==> config.mk <==
export PLATFORM = sky130hd
export DESIGN_NAME = dbus_arbiter
export DESIGN_NICKNAME = d
export VERILOG_FILES = /design/src/rtl/dbus_arbiter.sv
export SDC_FILE = /design/constraint.sdc
export NUM_CORES = 1
export LEC_CHECK = 0
export CORE_AREA = 8 8 111 113
export DETAILED_ROUTE_END_ITERATION = 8
export DIE_AREA = 0 0 119 121
export PLACE_DENSITY = 0.67
export SYNTH_ARGS = -nofsm -noshare
export SYNTH_HDL_FRONTEND = slang
export SYNTH_SLANG_ARGS = --single-unit
==> constraint.sdc <==
create_clock -name cpu_clk -period 1.6 [get_ports cpu_clk]
set_input_delay 0.32 -clock cpu_clk [delete_from_list [all_inputs] [get_ports cpu_clk]]
set_output_delay 0.32 -clock cpu_clk [all_outputs]
set_load 0.01 [all_outputs]
==> src/rtl/dbus_arbiter.sv <==
// dbus_arbiter: shares the Bridge data bus between the CPU MEM stage and one external master
module dbus_arbiter #(
    parameter int MAX_BURST = 4,
    parameter int CPU_HOLD  = 3
) (
    input  logic        cpu_clk,
    input  logic        cpu_rst,
    input  logic        cpu_req,
    input  logic [31:0] cpu_addr,
    input  logic        cpu_wen,
    input  logic [31:0] cpu_wdata,
    output logic [31:0] cpu_rdata,
    output logic        cpu_stall,
    input  logic        ext_req,
    input  logic [31:0] ext_addr,
    input  logic        ext_wen,
    input  logic [31:0] ext_wdata,
    output logic        ext_gnt,
    output logic [31:0] ext_rdata,
    output logic        ext_rvalid,
    output logic [31:0] Bus_addr,
    output logic        Bus_wen,
    output logic [31:0] Bus_wdata,
    input  logic [31:0] Bus_rdata,
    output logic        bus_owner
);
    localparam logic OWN_CPU = 1'b0;
    localparam logic OWN_EXT = 1'b1;
    localparam int BW = $clog2(MAX_BURST + 1);
    localparam int HW = $clog2(CPU_HOLD + 1);
    localparam logic [BW-1:0] BURST_LAST = BW'(MAX_BURST - 1);
    localparam logic [HW-1:0] HOLD_LAST  = HW'(CPU_HOLD - 1);

    logic          state_q, state_d;
    logic [BW-1:0] burst_q, burst_d;
    logic [HW-1:0] hold_q, hold_d;
    logic          ext_own;

    assign ext_own    = state_q == OWN_EXT;
    assign bus_owner  = state_q;
    assign Bus_addr   = ext_own ? ext_addr : cpu_addr;
    assign Bus_wdata  = ext_own ? ext_wdata : cpu_wdata;
    assign Bus_wen    = cpu_rst & (ext_own ? ext_req & ext_wen : cpu_req & cpu_wen);
    assign ext_gnt    = cpu_rst & ext_own & ext_req;
    assign ext_rvalid = ext_gnt & ~ext_wen;
    assign cpu_stall  = cpu_rst & ext_own & cpu_req;
    assign cpu_rdata  = Bus_rdata;
    assign ext_rdata  = Bus_rdata;

    // Ownership decision: CPU yields after CPU_HOLD contended cycles, external yields after MAX_BURST beats
    always_comb begin
        state_d = state_q;
        burst_d = burst_q;
        hold_d  = hold_q;
        if (state_q == OWN_CPU) begin
            if (!ext_req) begin
                hold_d = '0;
            end else if (!cpu_req || hold_q == HOLD_LAST) begin
                state_d = OWN_EXT;
                burst_d = '0;
                hold_d  = '0;
            end else begin
                hold_d = hold_q + 1'b1;
            end
        end else begin
            if (!ext_req) begin
                state_d = OWN_CPU;
                burst_d = '0;
            end else if (burst_q == BURST_LAST) begin
                state_d = cpu_req ? OWN_CPU : OWN_EXT;
                burst_d = cpu_req ? '0 : burst_q;
            end else begin
                burst_d = burst_q + 1'b1;
            end
        end
    end

    // State and counters, cleared by the active-low synchronous reset
    always_ff @(posedge cpu_clk) begin
        if (!cpu_rst) begin
            state_q <= OWN_CPU;
            burst_q <= '0;
            hold_q  <= '0;
        end else begin
            state_q <= state_d;
            burst_q <= burst_d;
            hold_q  <= hold_d;
        end
    end
endmodule

==> impl_metrics.yaml <==
synthesis:
  mappedNetlistArea_sq_mm: 0.001612
  yosysSeqAreaShare: 0.07453
  ys_ff_latch: 6
  syn_inst: 180
  yosysTopAreaCellShare: 0.4472
  synth-edff-count: 0
  synth_common_cells: "buf_4, mux2_2, a21oi_1, dfxtp_1, nand2_1"
  ys_types: 26
  yosysMostFrequentCell: "buf_4"
  synth_warnings: 0
  avgSynthCellArea_sq_um: 8.953
  synth_top_cell_by_area: "mux2_2"
  async_flop_share: 0
  ys_top_cells_by_area: "mux2_2, buf_4, dfxtp_1"
  dominantRegCellSynth: "dfxtp_1"
  syn_nets: 348
power_and_ir_drop:
  seqPwrFrac: 0.103
  clkPwrFrac: 0.155
  power_switching_mw: 0.4079
  netSwitchingFraction: 0.2675
  combPwrFrac: 0.743
  total_power_mw: 1.525
  p_per_area_mw_per_mm2: 376.0
  ir_drop_uv: 252.6
  p_int_mw: 1.117
  p_leak_nw: 1.752
detailed_routing:
  drt_iter0_markers: 42
  drtPass1Iterations: 4
  drc: 0
  via_per_inst: 3.994
  avgRoutedWirePerCell_um: 20.34
  vias: 1917
  antenna_left: 0
  routed_wl_mm: 9.761
timing:
  setup_viol: 55
  holdWs_ps: 454.1
  min_period_over_period: 1.085
  fmax_mhz: 576.0
  slew_headroom: 0.8181
  fin_crit_ps: 1736
  maxSlewViolCount: 0
  rsz0062_at_grt: "yes"
  tns_ps: -3841
  worstMarginPinSlew_ps: 272.3
  hold_viol_final: 0
  layout_setup_ws_ps: -136.2
  finClkSkew_ps: 4.760
clock_network:
  cts_tree: "done"
  clock_latency_ps: 220
  cts_max_level: 1
  cts_sinks: 6
  clockBufferDepth: 2
  path_clk_slew_ps: 40
  numCtsBuffers: 3
  cts-root-buf: "clkbuf_8"
setup_path:
  cpMaxStageDelayCell: "dfxtp_4"
  criticalPathCategory: "flip-flop to output port"
  regToRegSetupSlack_ps: 120
  path_max_fanout: 8
  critPathRequiredTime_ps: 1280
  crit_family: "buffers and inverters"
  arrival_ps: 1420
  critPathLaunchType: "flip-flop"
  path_cells: "buf_12 > buf_8 > buf_16 > mux2_4 > buf_6"
  crit_buf_inv: 4
  endpoint_kind: "output port"
  worst_path_largest_cell_delay_ps: 350
grt:
  grt-ovfl-total: 0
  grt_max_degree: 10
  grt_pass1_vias: 2223
  antenna_found_initial: 0
  track_usage: 0.1260
  grt_pass1_wl_mm: 14.22
cells_and_area:
  area_delta_synth_final_pct: 151.6
  fin_area_sq_mm: 0.004055
  antennaDiodeCount: 0
  drive_above_1_share: 0.5000
  fin_util: 0.3825
  n_fill_cell: 1032
  fin_nets: 509
min_path:
  worstHoldPathType: "flip-flop to flip-flop"
die:
  start_util: 0.1520
  dieArea_sq_mm: 0.01440
  die_h_um: 121
  core_sq_mm: 0.01060
  die_w_um: 119
  ios: 299
  core.rowCount: 38
placed_design:
  place_area_sq_mm: 0.003347
  gp_congestion: 0.8736
  io_buffers: 202
  dp_hpwl_mm: 7.264
flow_run:
  drv_cap: 0
run_status:
  status: "finished with violations"
  failed_checks: "negative setup slack"
timing repair:
| item | in CTS | in global routing |
|---|---|---|
| resized for setup | 422 | 9 |
| hold buffers | 0 | 0 |
| buffers inserted | 14 | 2 |
| cloned | 7 | 0 |
| endpoints found under the setup margin | 69 | 72 |
power groups by stage:
stage / registers, mW / logic, mW / clock network, mW
finish: 0.157 / 1.13 / 0.236
global route: 0.157 / 1.20 / 0.255
CTS: 0.157 / 1.15 / 0.238
detailed placement: 0.160 / 0.892 / 0
global placement: 0.160 / 0.889 / 0
floorplan: 0.159 / 0.437 / 0
tightest hold or removal path, delay by kind of cell, from the launching register on:
kind	cells	cell delay, ps
DFF	1	300
and+or+nand+nor	1	60
AOI/OAI and AO/OA	1	40
stage by stage:
| stage | cells | worst slack, ps |
|---|---|---|
| floorplan | 180 | 122.8 |
| global placement | 457 | -498.6 |
| detailed placement | 457 | -502.9 |
| CTS | 482 | -161.2 |
| global route | 480 | -180.5 |
| finish | 480 | -136.2 |
routing by layer:
| metal | up-vias | share of wire | global-route usage |
|---|---|---|---|
| li1 | 877 | - | - |
| met1 | 846 | 0.36 | 0.1283 |
| met2 | 176 | 0.50 | 0.2290 |
| met3 | 18 | 0.13 | 0.06422 |
| met4 | 0 | 0.013 | 0.02134 |
| met5 | - | 0 | 0 |
flip-flops by register name, summed over array words and instances, names as in the netlist:
name / flops
burst_q: 3
hold_q: 2
bus_owner: 1
path summary, 6_finish.rpt:
check,from,to,depth (start not counted)
hold reg to reg,burst_q[2]$_SDFFE_PN0P_,burst_q[2]$_SDFFE_PN0P_,2
setup reg to reg,bus_owner$_SDFF_PN0_,burst_q[0]$_SDFFE_PN0P_,7
hold / removal,burst_q[2]$_SDFFE_PN0P_,burst_q[2]$_SDFFE_PN0P_,2
setup / recovery,bus_owner$_SDFF_PN0_,Bus_wdata[6],5
cell families (layout without fill, tap and decap cells):
logic type               after synthesis  in the layout  share of synthesized area
AND/OR/NAND/NOR                       23             23                    0.07998
flip-flops                             6              6                    0.07454
adder cells (fa/ha/maj)                2              2                    0.01553
buffers and inverters                 75            235                     0.3486
AO/OA/AOI/OAI                          9              9                    0.02795
multiplexers                          65             65                     0.4534
layout by cell type, fill, tap and decap left out, types with 2 or more instances in the layout:
cell type / instances
dlygate4sd2_1: 2
buf_2: 3
buf_4: 7
dfxtp_1: 5
buf_8: 3
nand2_1: 6
o21ai_0: 2
buf_16: 4
clkbuf_8: 3
nor2b_1: 4
ha_1: 2
buf_6: 71
mux2_2: 2
mux2_4: 62
buf_12: 8
and3_4: 2
clkdlybuf4s50_1: 132
nor3_1: 2
a21oi_1: 4
area by class of cell:
class,instances,area (sq um),share of cell area
Timing Repair Buffer,230,2521,0.6217
Multi-Input combinational cell,99,1186,0.2925
Tap cell,140,175.2,0.04320
Sequential cell,6,123.9,0.03055
Clock buffer,4,45.04,0.01111
Inverter,1,3.754,0.0009256
No activity file was read; power rests on OpenSTA's default activity.
==> RTL edit: new RTL, same settings <==
Change the parameter `CPU_HOLD` from 3 to 5.
--- a/src/rtl/dbus_arbiter.sv
+++ b/src/rtl/dbus_arbiter.sv
@@ -1,7 +1,7 @@
 // dbus_arbiter: shares the Bridge data bus between the CPU MEM stage and one external master
 module dbus_arbiter #(
     parameter int MAX_BURST = 4,
-    parameter int CPU_HOLD  = 3
+    parameter int CPU_HOLD  = 5
 ) (
     input  logic        cpu_clk,
     input  logic        cpu_rst,
Behaviour: not the same (Yosys sat finds a counterexample within 4 cycles, from zero or initial values and one cycle with cpu_rst low).
==> RTL edit against the unedited design <==
- the run still ends with setup timing left
- first-iteration DRC count rose by 12%
- wire length fell by 12%
- total power rose by 0.80%
- design area rose by 2.3%
- count of clock-buffer cells in the layout did not move
- global-route usage fell by 1.4 points
- sequential cell count rose by 1
- non-clock buffer count fell by 3
- worst setup slack improved by 0.0048 ns
- critical path depth did not move
- area after synthesis rose by 12%
- utilization rose by 0.90 points
- critical path type unchanged
- largest power group unchanged
- highest routed layer unchanged
==> RTL edit: results (changes against the unedited design) <==
Vias: 1,949 (was 1,917)
most area-consuming cells after synthesis: buf_4 (27%), mux2_4 (25%), mux2_2 (20%), dfxtp_1 (7.8%), buf_6 (3.1%) (was mux2_2 (45%), buf_4 (31%), dfxtp_1 (7.5%), a21oi_1 (1.9%), ha_1 (1.6%))
Placed Instance Area: 0.00353 mm^2 (was 0.00335 mm^2)
Non-Filler Instances: 485 (was 480)
Final setup viols: 43 (was 55)
first-pass GRT wire length: 13,100 um (was 14,200 um)
crit path DAT: 1.41 ns
Yosys warnings: 0 (unchanged)
Worst Hold Class: in -> reg (was reg -> reg)
port buffer count: 202 (unchanged)
library cells used by synthesis: 28 (was 26)
status: finished with violations (unchanged)
fin nets: 515 (was 509)
initial antenna violation count: 0 (unchanged)
Synth Net Count: 358 (was 348)
dpl hpwl: 6760 um (was 7260 um)
Synth async-reset ratio: 0% (unchanged)
share of cells above drive strength 1: 48.1% (was 50.0%)
Max VDD drop: 0.000257 V (was 0.000253 V)
number of DRC markers in iteration 0: 47 (was 42)
setup_tns: -4.48 ns (was -3.84 ns)
CTS buffer count: 3 (unchanged)
Mapped Avg Cell Area: 9.53 um^2 (was 8.95 um^2)
failing checks: setup timing (unchanged)
Setup Skew: 0.00483 ns (was 0.00476 ns)
GPL Wtd Cong: 0.761 (was 0.874)
dpl ws: -0.380 ns (was -0.503 ns)
Fill cells: 1,028 (was 1,032)
Max Root-Sink Buffers: 2 (unchanged)
Post-synth top cells: buf_4 (64), mux2_2 (32), mux2_4 (30) (was buf_4 (67), mux2_2 (64), a21oi_1 (6), dfxtp_1 (6), nand2_1 (6))
Diodes inserted: 0 (unchanged)
post-route setup slack: -0.131 ns (was -0.136 ns)
clock tree root driver cell: clkbuf_8 (unchanged)
part of the Yosys area used for sequential elements: 7.78% (was 7.45%)
Leak Pwr: 1.83 nW (was 1.75 nW)
DR WL/cell: 17.8 um (was 20.3 um)
worst-path fanout max: 6 (was 8)
Total Routing Usage GR: 11.2% (was 12.6%)
Clock transition at path regs: 0.04 ns (about the same)
placed instance count: 465 (was 457)
Main synth FF type: dfxtp_1 (unchanged)
worst skew pair latency: 0.22 ns (about the same)
DR pass1 iterations: 4 (unchanged)
vias in the first global route: 2,306 (was 2,223)
hold buffers post-CTS: 0 (unchanged)
H-Tree Level Count: 1 (unchanged)
max_slew headroom: 87.0% (was 81.8%)
pin count of the biggest net entering global routing: 11 (was 10)
## RTL edit: cell count changes after synthesis, moves of 3 or more
cell / change
a21oi_1: -4
mux2_2: -32
mux2_4: +30
buf_6: +3
buf_4: -3
nor2_1: +3
## RTL edit: critical path, stage by stage, from the launching register on
cell     delay, ns
dfxtp_4       0.35
buf_12        0.14
buf_12        0.12
buf_12        0.13
mux2_4        0.31
buf_6         0.13
## RTL edit: worst paths after layout
kind,from,endpoint,slack [ns],cells past startpoint
setup / recovery,bus_owner$_SDFF_PN0_,Bus_wdata[29],-0.13,5
hold / removal,cpu_req,bus_owner$_SDFF_PN0_,0.46,3
setup reg to reg,bus_owner$_SDFF_PN0_,hold_q[0]$_SDFFE_PN0N_,0.14,8
hold reg to reg,burst_q[2]$_SDFFE_PN0P_,burst_q[2]$_SDFFE_PN0P_,0.46,1
## RTL edit: layer usage
metal  global-route usage [%]  share of wire, %  vias to the layer above
li1                         -                 -                      898
met2                     20.2                49                      160
met3                     5.40                13                       23
met5                        0                 0                        -
met1                     11.3                36                      868
met4                     3.08               2.1                        0
## RTL edit: kinds of logic (layout without fill, tap and decap cells)
| group | count (synthesis) | in the layout | synth area share (%) |
|---|---|---|---|
| and+or+nand+nor | 26 | 26 | 7.16 |
| muxes | 65 | 65 | 46.8 |
| adders and majority gates | 3 | 3 | 2.09 |
| DFF | 7 | 7 | 7.78 |
| buffers and inverters | 77 | 233 | 31.8 |
| AOI/OAI and AO/OA | 11 | 11 | 4.31 |
## RTL edit: what timing repair did
action	in CTS	in global routing
cloned	7	0
gates resized for setup	391	14
pin swaps	3	3
endpoints found under the setup margin	69	71
hold endpoints to repair	0	0
setup buffers	13	0
## RTL edit: layout make-up
class | count | area, um^2 | area share, %
timing repair buffer | 227 | 2540 | 61.2
clock buffer | 4 | 45.0 | 1.09
inverter | 2 | 7.51 | 0.181
tap | 140 | 175 | 4.22
sequential | 7 | 144 | 3.47
multi-input combinational | 105 | 1240 | 29.9
## RTL edit: where the power goes
part,switching [mW],internal [mW],total [mW],leakage [nW]
Combinational,0.326,0.790,1.12,1.75
Sequential,0.00371,0.178,0.182,0.0574
Clock,0.0676,0.172,0.239,0.0228
Total,0.397,1.14,1.54,1.83
## RTL edit: stage by stage
stage | util (%) | hold slack (ns)
2_1_floorplan | - | 0.407
3_3_place_gp | 33.3 | 0.446
3_5_place_dp | 33.3 | 0.458
4_1_cts | 39.5 | 0.465
5_1_grt | 39.1 | 0.476
6_report | 39.1 | 0.462
